===== config.mk =====
export PLATFORM = sky130hd
export DESIGN_NAME = program_loader
export DESIGN_NICKNAME = d
export VERILOG_FILES = /design/src/rtl/constant.sv /design/src/rtl/program_loader.sv
export SDC_FILE = /design/constraint.sdc
export NUM_CORES = 1
export LEC_CHECK = 0
export BUFFER_PORTS_ARGS = -buffer_cell sky130_fd_sc_hd__buf_4
export CAP_MARGIN = 20
export CORE_ASPECT_RATIO = 0.7
export CORE_MARGIN = 5
export CORE_UTILIZATION = 55
export CTS_BUF_LIST = sky130_fd_sc_hd__clkbuf_16
export DETAILED_ROUTE_END_ITERATION = 6
export GPL_TIMING_DRIVEN = 1
export HOLD_SLACK_MARGIN = 0.1
export PLACE_DENSITY = 0.78
export SYNTH_ARGS = -nofsm -noshare
export SYNTH_HDL_FRONTEND = slang
export SYNTH_SLANG_ARGS = --single-unit
export TNS_END_PERCENT = 1

===== constraint.sdc =====
create_clock -name clk -period 2.85 [get_ports clk]
set_input_delay 0.57 -clock clk [delete_from_list [all_inputs] [get_ports clk]]
set_output_delay 0.57 -clock clk [all_outputs]
set_load 0.02 [all_outputs]

===== src/rtl/constant.sv =====
// Shared constants for the CPU front end.
//   HANDSHAKE_BYTE : byte the execute stage sends to the host before a load
//   MODE_*         : core controller mode encodings
//   loader_state_t : program_loader FSM states
package constant;

  localparam logic [7:0] HANDSHAKE_BYTE = 8'hAA;

  localparam logic [1:0] MODE_IDLE = 2'd0;
  localparam logic [1:0] MODE_LOAD = 2'd1;
  localparam logic [1:0] MODE_EXEC = 2'd2;

  typedef enum logic [2:0] {
    ST_IDLE,
    ST_COUNT,
    ST_DATA,
    ST_CSUM,
    ST_DONE,
    ST_ERR
  } loader_state_t;

endpackage


===== src/rtl/program_loader.sv =====
// program_loader: receives a program image from the UART byte stream after the
// host handshake and writes it word-by-word into instruction memory.
// Image: 4-byte big-endian word count N, N big-endian 32-bit words, then one
// checksum byte equal to the XOR of all data-word bytes.
//
// Ports:
//   clk, rst          clock, synchronous active-high reset
//   aa_sent           handshake byte has left the TX queue (starts the load)
//   rx_data/valid/ferr received byte, strobe, framing error
//   imem_we/addr/wdata one-cycle instruction-memory write
//   load_done/err     terminal status levels
//   load_count        words written so far
//
// state    | meaning
// ---------+----------------------------------------------------
// ST_IDLE  | waiting for aa_sent, all bytes ignored
// ST_COUNT | shifting in the 4-byte word count
// ST_DATA  | assembling words, writing each completed word
// ST_CSUM  | waiting for the checksum byte
// ST_DONE  | image loaded, checksum correct (terminal)
// ST_ERR   | oversize count, framing error or bad checksum (terminal)
module program_loader
  import constant::*;
#(
  parameter int IMEM_ADDR_W = 14
) (
  input  logic                   clk,
  input  logic                   rst,
  input  logic                   aa_sent,
  input  logic [7:0]             rx_data,
  input  logic                   rx_valid,
  input  logic                   rx_ferr,
  output logic                   imem_we,
  output logic [IMEM_ADDR_W-1:0] imem_addr,
  output logic [31:0]            imem_wdata,
  output logic                   load_done,
  output logic                   load_err,
  output logic [IMEM_ADDR_W:0]   load_count
);

  // Compared on 33 bits so any 32-bit count above capacity is caught.
  localparam logic [32:0] CAPACITY = 33'd1 << IMEM_ADDR_W;

  loader_state_t          state;
  logic [1:0]             byte_idx;
  logic [31:0]            asm_q;
  logic [7:0]             csum_acc;
  logic [IMEM_ADDR_W:0]   n_words;

  logic [31:0]            asm_next;
  logic [IMEM_ADDR_W:0]   count_next;
  logic                   last_byte;

  assign asm_next   = {asm_q[23:0], rx_data};
  assign count_next = load_count + (IMEM_ADDR_W + 1)'(1);
  assign last_byte  = (byte_idx == 2'd3);

  always_ff @(posedge clk) begin
    if (rst) begin
      state      <= ST_IDLE;
      byte_idx   <= 2'd0;
      asm_q      <= 32'd0;
      csum_acc   <= 8'd0;
      n_words    <= '0;
      imem_we    <= 1'b0;
      imem_addr  <= '0;
      imem_wdata <= 32'd0;
      load_done  <= 1'b0;
      load_err   <= 1'b0;
      load_count <= '0;
    end else begin
      imem_we <= 1'b0;
      case (state)
        ST_IDLE: begin
          if (aa_sent) begin
            state    <= ST_COUNT;
            byte_idx <= 2'd0;
            csum_acc <= 8'd0;
          end
        end

        ST_COUNT: begin
          if (rx_valid) begin
            if (rx_ferr) begin
              state    <= ST_ERR;
              load_err <= 1'b1;
            end else begin
              asm_q    <= asm_next;
              byte_idx <= byte_idx + 2'd1;
              if (last_byte) begin
                n_words <= asm_next[IMEM_ADDR_W:0];
                if ({1'b0, asm_next} > CAPACITY) begin
                  state    <= ST_ERR;
                  load_err <= 1'b1;
                end else if (asm_next == 32'd0) begin
                  state <= ST_CSUM;
                end else begin
                  state <= ST_DATA;
                end
              end
            end
          end
        end

        ST_DATA: begin
          if (rx_valid) begin
            if (rx_ferr) begin
              // partial word is dropped, nothing written
              state    <= ST_ERR;
              load_err <= 1'b1;
            end else begin
              asm_q    <= asm_next;
              csum_acc <= csum_acc ^ rx_data;
              byte_idx <= byte_idx + 2'd1;
              if (last_byte) begin
                imem_we    <= 1'b1;
                imem_addr  <= load_count[IMEM_ADDR_W-1:0];
                imem_wdata <= asm_next;
                load_count <= count_next;
                if (count_next == n_words) state <= ST_CSUM;
              end
            end
          end
        end

        ST_CSUM: begin
          if (rx_valid) begin
            if (!rx_ferr && rx_data == csum_acc) begin
              state     <= ST_DONE;
              load_done <= 1'b1;
            end else begin
              state    <= ST_ERR;
              load_err <= 1'b1;
            end
          end
        end

        default: ;  // ST_DONE / ST_ERR hold until reset
      endcase
    end
  end

endmodule


Word-level counts from Yosys, hierarchy flattened:

Cells that the tools add are included.
Widths: inputs -> output; s select.

* add/subtract/negate cells: 2
* order comparisons: 1
* equal/unequal tests: 19
* mux-type cells: 31
* bitwise gates (word level): 4
* reductions and logical operators: 18

Operators with widths (number)
* $gt 32x15->1 const B: 1
* $logic_not 32->1: 1
* $mux 3: 10
* $mux 8: 3
* $ne 2x2->1 const B: 8
* $pmux 8 s2: 1
* $reduce_and 4->1: 4
* $reduce_and 8->1: 2
* $add 15x1->15 const B: 1
* $eq 15x15->1: 1
* $ne 3x3->1 const B: 4
* $pmux 3 s4: 1
* $mux 1: 11
* $eq 8x8->1: 1
* $xor 8x8->8: 1
* $eq 3x2->1 const B: 2
* $mux 2: 3
* $reduce_and 3->1: 2
* $pmux 2 s2: 1
* $reduce_bool 2->1: 2
* $reduce_bool 4->1: 1
* $reduce_or 4->1: 1
* $eq 3x1->1 const B: 1
* $logic_not 3->1: 1
* 9 further kinds: 11

* bits in registers: 116
* input port bits: 13
* output and inout bits: 64
* logic and storage cells: 86

Depth between registers and ports, before layout:

* depth in word-level cells: 7
* gate-level depth with buffers: 9
* mapped depth without buffers: 8

Least setup slack after synthesis:

No wires, ideal clock.

* path type: reg2reg
* start point: register load_count[0]
* end point: register state[1]
* setup time: 0.086 ns
* arrival: 2.475 ns
* data required time: 2.764 ns
* setup slack: 0.289 ns
* cell stages (with the launch flop): 9
* path buffers: 0
* period minus slack after synthesis: 2.561 ns
* path through: dfxtp_1 ha_1 nand4_1 or4_1 and4b_1 a211oi_1 nor4_1 or2_1 a211oi_1

* cells in the longest elaborated chain, start to end: 4

RTL lines
* from (decl): RTL line program_loader.sv:38 `output logic [IMEM_ADDR_W:0] load_count`
* from (signal assigned): RTL line program_loader.sv:119 `load_count <= count_next;`
* $add 15x1->15: RTL line program_loader.sv:55 `assign count_next = load_count + (IMEM_ADDR_W + 1)'(1);`
* $eq 15x15->1: RTL line program_loader.sv:120 `if (count_next == n_words) state <= ST_CSUM;`
* $ne 3x3->1 (no line)
* $reduce_and 8->1 (no line)
* to (signal assigned): RTL line program_loader.sv:60 `state <= ST_IDLE;`
* to (signal assigned): RTL line program_loader.sv:120
* to (signal assigned): RTL line program_loader.sv:129 `state <= ST_DONE;`
* to (decl): RTL line program_loader.sv:44 `loader_state_t state;`

Every way passes these cells.
A chain may end at the register's enable or synchronous reset.

Final worst setup path:

* start point: register load_count[1]
* end point: register state[0]

The elaborated chain is that of the path after synthesis.

==> impl_metrics.csv <==
group,metric,value,unit
drt,num_vias,4516,
final_layout,n_fill_cell,752,
floorplanning,die_w,124,um
hold_path,hold_class,"in -> reg",
synthesis,synth_edf_count,0,
synthesis,synthDistinctLibCells,49,
floorplanning,ioPinCount,77,
setup_path,cp_data_arrival_time,2990,ps
sta,rsz0062_at_grt,"no",
drt,drc,0,
drt,wl,13400,um
setup_path,cp-end-kind,"flop",
global_routing,overflow,0,
synthesis,synth_area,5050,um^2
sta,slew_violations,0,
synthesis,yosysTopAreaCellShare,46.0,%
floorplanning,initial_core_util,56.1,%
final_layout,antenna_cells,0,
clock_network,clk_pin_slew,50,ps
placement,dp_hpwl,9190,um
final_layout,area_delta_synth_final,25.5,%
clock_network,cts-root-buf,"clkbuf_16",
clock_network,cts_max_level,4,
placement,placed_area,5710,um^2
placement,dp_worst_setup_slack,243,ps
power,p_leak,2.48,nW
synthesis,synth-seq-cells,116,
sta,finalCriticalPeriod,2680,ps
placement,gp_congestion,0.917,
setup_path,path_class,"reg -> reg",
sta,tns,0,ps
floorplanning,row_count,29,
clock_network,holdBufCountCts,0,
drt,drt_iter0_drc,352,
sta,setup_ws,169,ps
run_status,outcome,"finished clean",
clock_network,post_cts_resize_count,0,
clock_network,cts.sinks,116,
final_layout,nNetsFinal,687,
clock_network,cts_tree,"yes",
clock_network,cts_buffers,17,
sta,post-route-period-util,94.1,%
synthesis,avgSynthCellArea,8.29,um^2
setup_path,required,3160,ps
final_layout,drive_above_1_share,18.4,%
synthesis,ys_seq_area_share,46.0,%
power,p_per_area,700,nW/um^2
global_routing,grt_max_degree,70,
setup_path,path_max_fanout,8,
sta,worst_slew_pin_slew,691,ps
synthesis,synth_area_leaders,"dfxtp_1 46%, nand2_1 7.8%, mux2i_1 7.7%",
final_layout,final_area,6330,um^2
clock_network,clockBufferDepth,2,
clock_network,cts_setup_buffers,0,
synthesis,ys_warn_count,0,
drt,viasPerCell,5.60,
sta,whs,428,ps
sta,slew_headroom,53.9,%
floorplanning,core,9000,um^2
sta,finalHoldViolCount,0,
global_routing,antenna_found_initial,0,
synthesis,ys.flop_type,"dfxtp_1",
clock_network,clk_latency,410,ps
synthesis,synthesis.nets,624,
synthesis,async_flop_share,0,%
synthesis,postSynthCellCount,609,
setup_path,start_kind,"flop",
placement,io_buffers,76,
synthesis,yosysTopAreaCell,"dfxtp_1",
run,maxCapViolations,0,
drt,wl_per_cell,16.6,um
synthesis,yosysMostFrequentCell,"dfxtp_1",
drt,drt_pass1_iterations,5,
sta,finalSetupViolCount,0,
global_routing,grt_pass1_vias,4391,
sta,fmax,373,MHz
drt,ant_nets,0,
global_routing,grt_pass1_wl,22500,um
sta,final.setup_skew,6.80,ps
floorplanning,die_y,90.1,um
floorplanning,dieArea,11200,um^2
global_routing,grtUsageTotal,24.3,%
synthesis,synth_common_cells,"116 x dfxtp_1, 105 x nand2_1, 82 x nor2_1",
power,power,0.00443,W
power,vdd_drop_max,404,uV
worst paths after layout:
path                  start        endpoint  slack (ps)  cells after the start
max           load_count[1]        state[0]         170                      8
min                rx_valid       load_done         430                      3
max reg2reg   load_count[1]        state[0]         170                      8
min reg2reg  imem_wdata[20]  imem_wdata[20]         450                      2
where the power goes:
part	total [W]	leakage, nW	switching, W	internal [W]
sequential	0.00175	0.935	0.0000834	0.00167
combinational	0.000450	1.25	0.000258	0.000191
clock	0.00223	0.295	0.000708	0.00152
state kept, by name (all words and copies together) (netlist names):
signal      cells
imem_wdata     32
asm_q          24
load_count     15
n_words        15
imem_addr      14
csum_acc        8
state           3
byte_idx        2
imem_we         1
load_done       1
load_err        1
critical path: stages, from the launching register on:
cell,delay (ps)
dfxtp_1,450
ha_2,310
nand4_1,140
or4_1,540
and4b_1,240
a211oi_1,330
nor4_2,110
or2_1,240
a211oi_1,220
layer usage:
layer	global-route usage (%)	vias up	part of all wire, %
li1	-	2180	-
met3	6.69	23	7.6
met5	0	-	0
met4	8.21	0	1.6
met2	38.0	170	45
met1	32.5	2143	45
area by class of cell:
type / instances / area [um^2] / share of cell area [%]
Clock buffer: 17 / 425 / 6.72
Clock inverter: 13 / 190 / 3.00
Inverter: 4 / 15.0 / 0.237
Multi-Input combinational cell: 441 / 2520 / 39.8
Sequential cell: 116 / 2320 / 36.7
Tap cell: 124 / 155 / 2.45
Timing Repair Buffer: 92 / 703 / 11.1
cells in the final DEF, fill, tap and decap left out, types with 8 or more instances in the layout:
cell	Yosys	routed
dfxtp_1	116	116
nand2_1	105	105
buf_4	2	91
nor2_1	82	81
a21oi_1	64	64
mux2i_1	39	39
xnor2_1	25	25
clkbuf_16	0	17
o21ai_0	16	16
xor2_1	13	13
nand3b_1	11	11
nor4_1	11	10
nand3_1	9	9
nor3_1	8	8
per-stage QoR:
step / util, % / instances
3_3_place_gp: 63.4 / 777
4_1_cts: 70.3 / 807
2_1_floorplan: - / 609
6_report: 70.4 / 807
5_1_grt: 70.4 / 807
3_5_place_dp: 63.4 / 777
kinds of logic after synthesis:
kind of cell,count (synthesis),share of synthesized area [%]
AOI/OAI and AO/OA,102,11.3
xor gates and xnor gates,38,6.60
adders and majority gates,2,0.496
buffers and inverters,52,4.31
DFF,116,46.0
muxes,39,7.74
and+or+nand+nor,260,23.6
(Power assumes the default switching activity.)
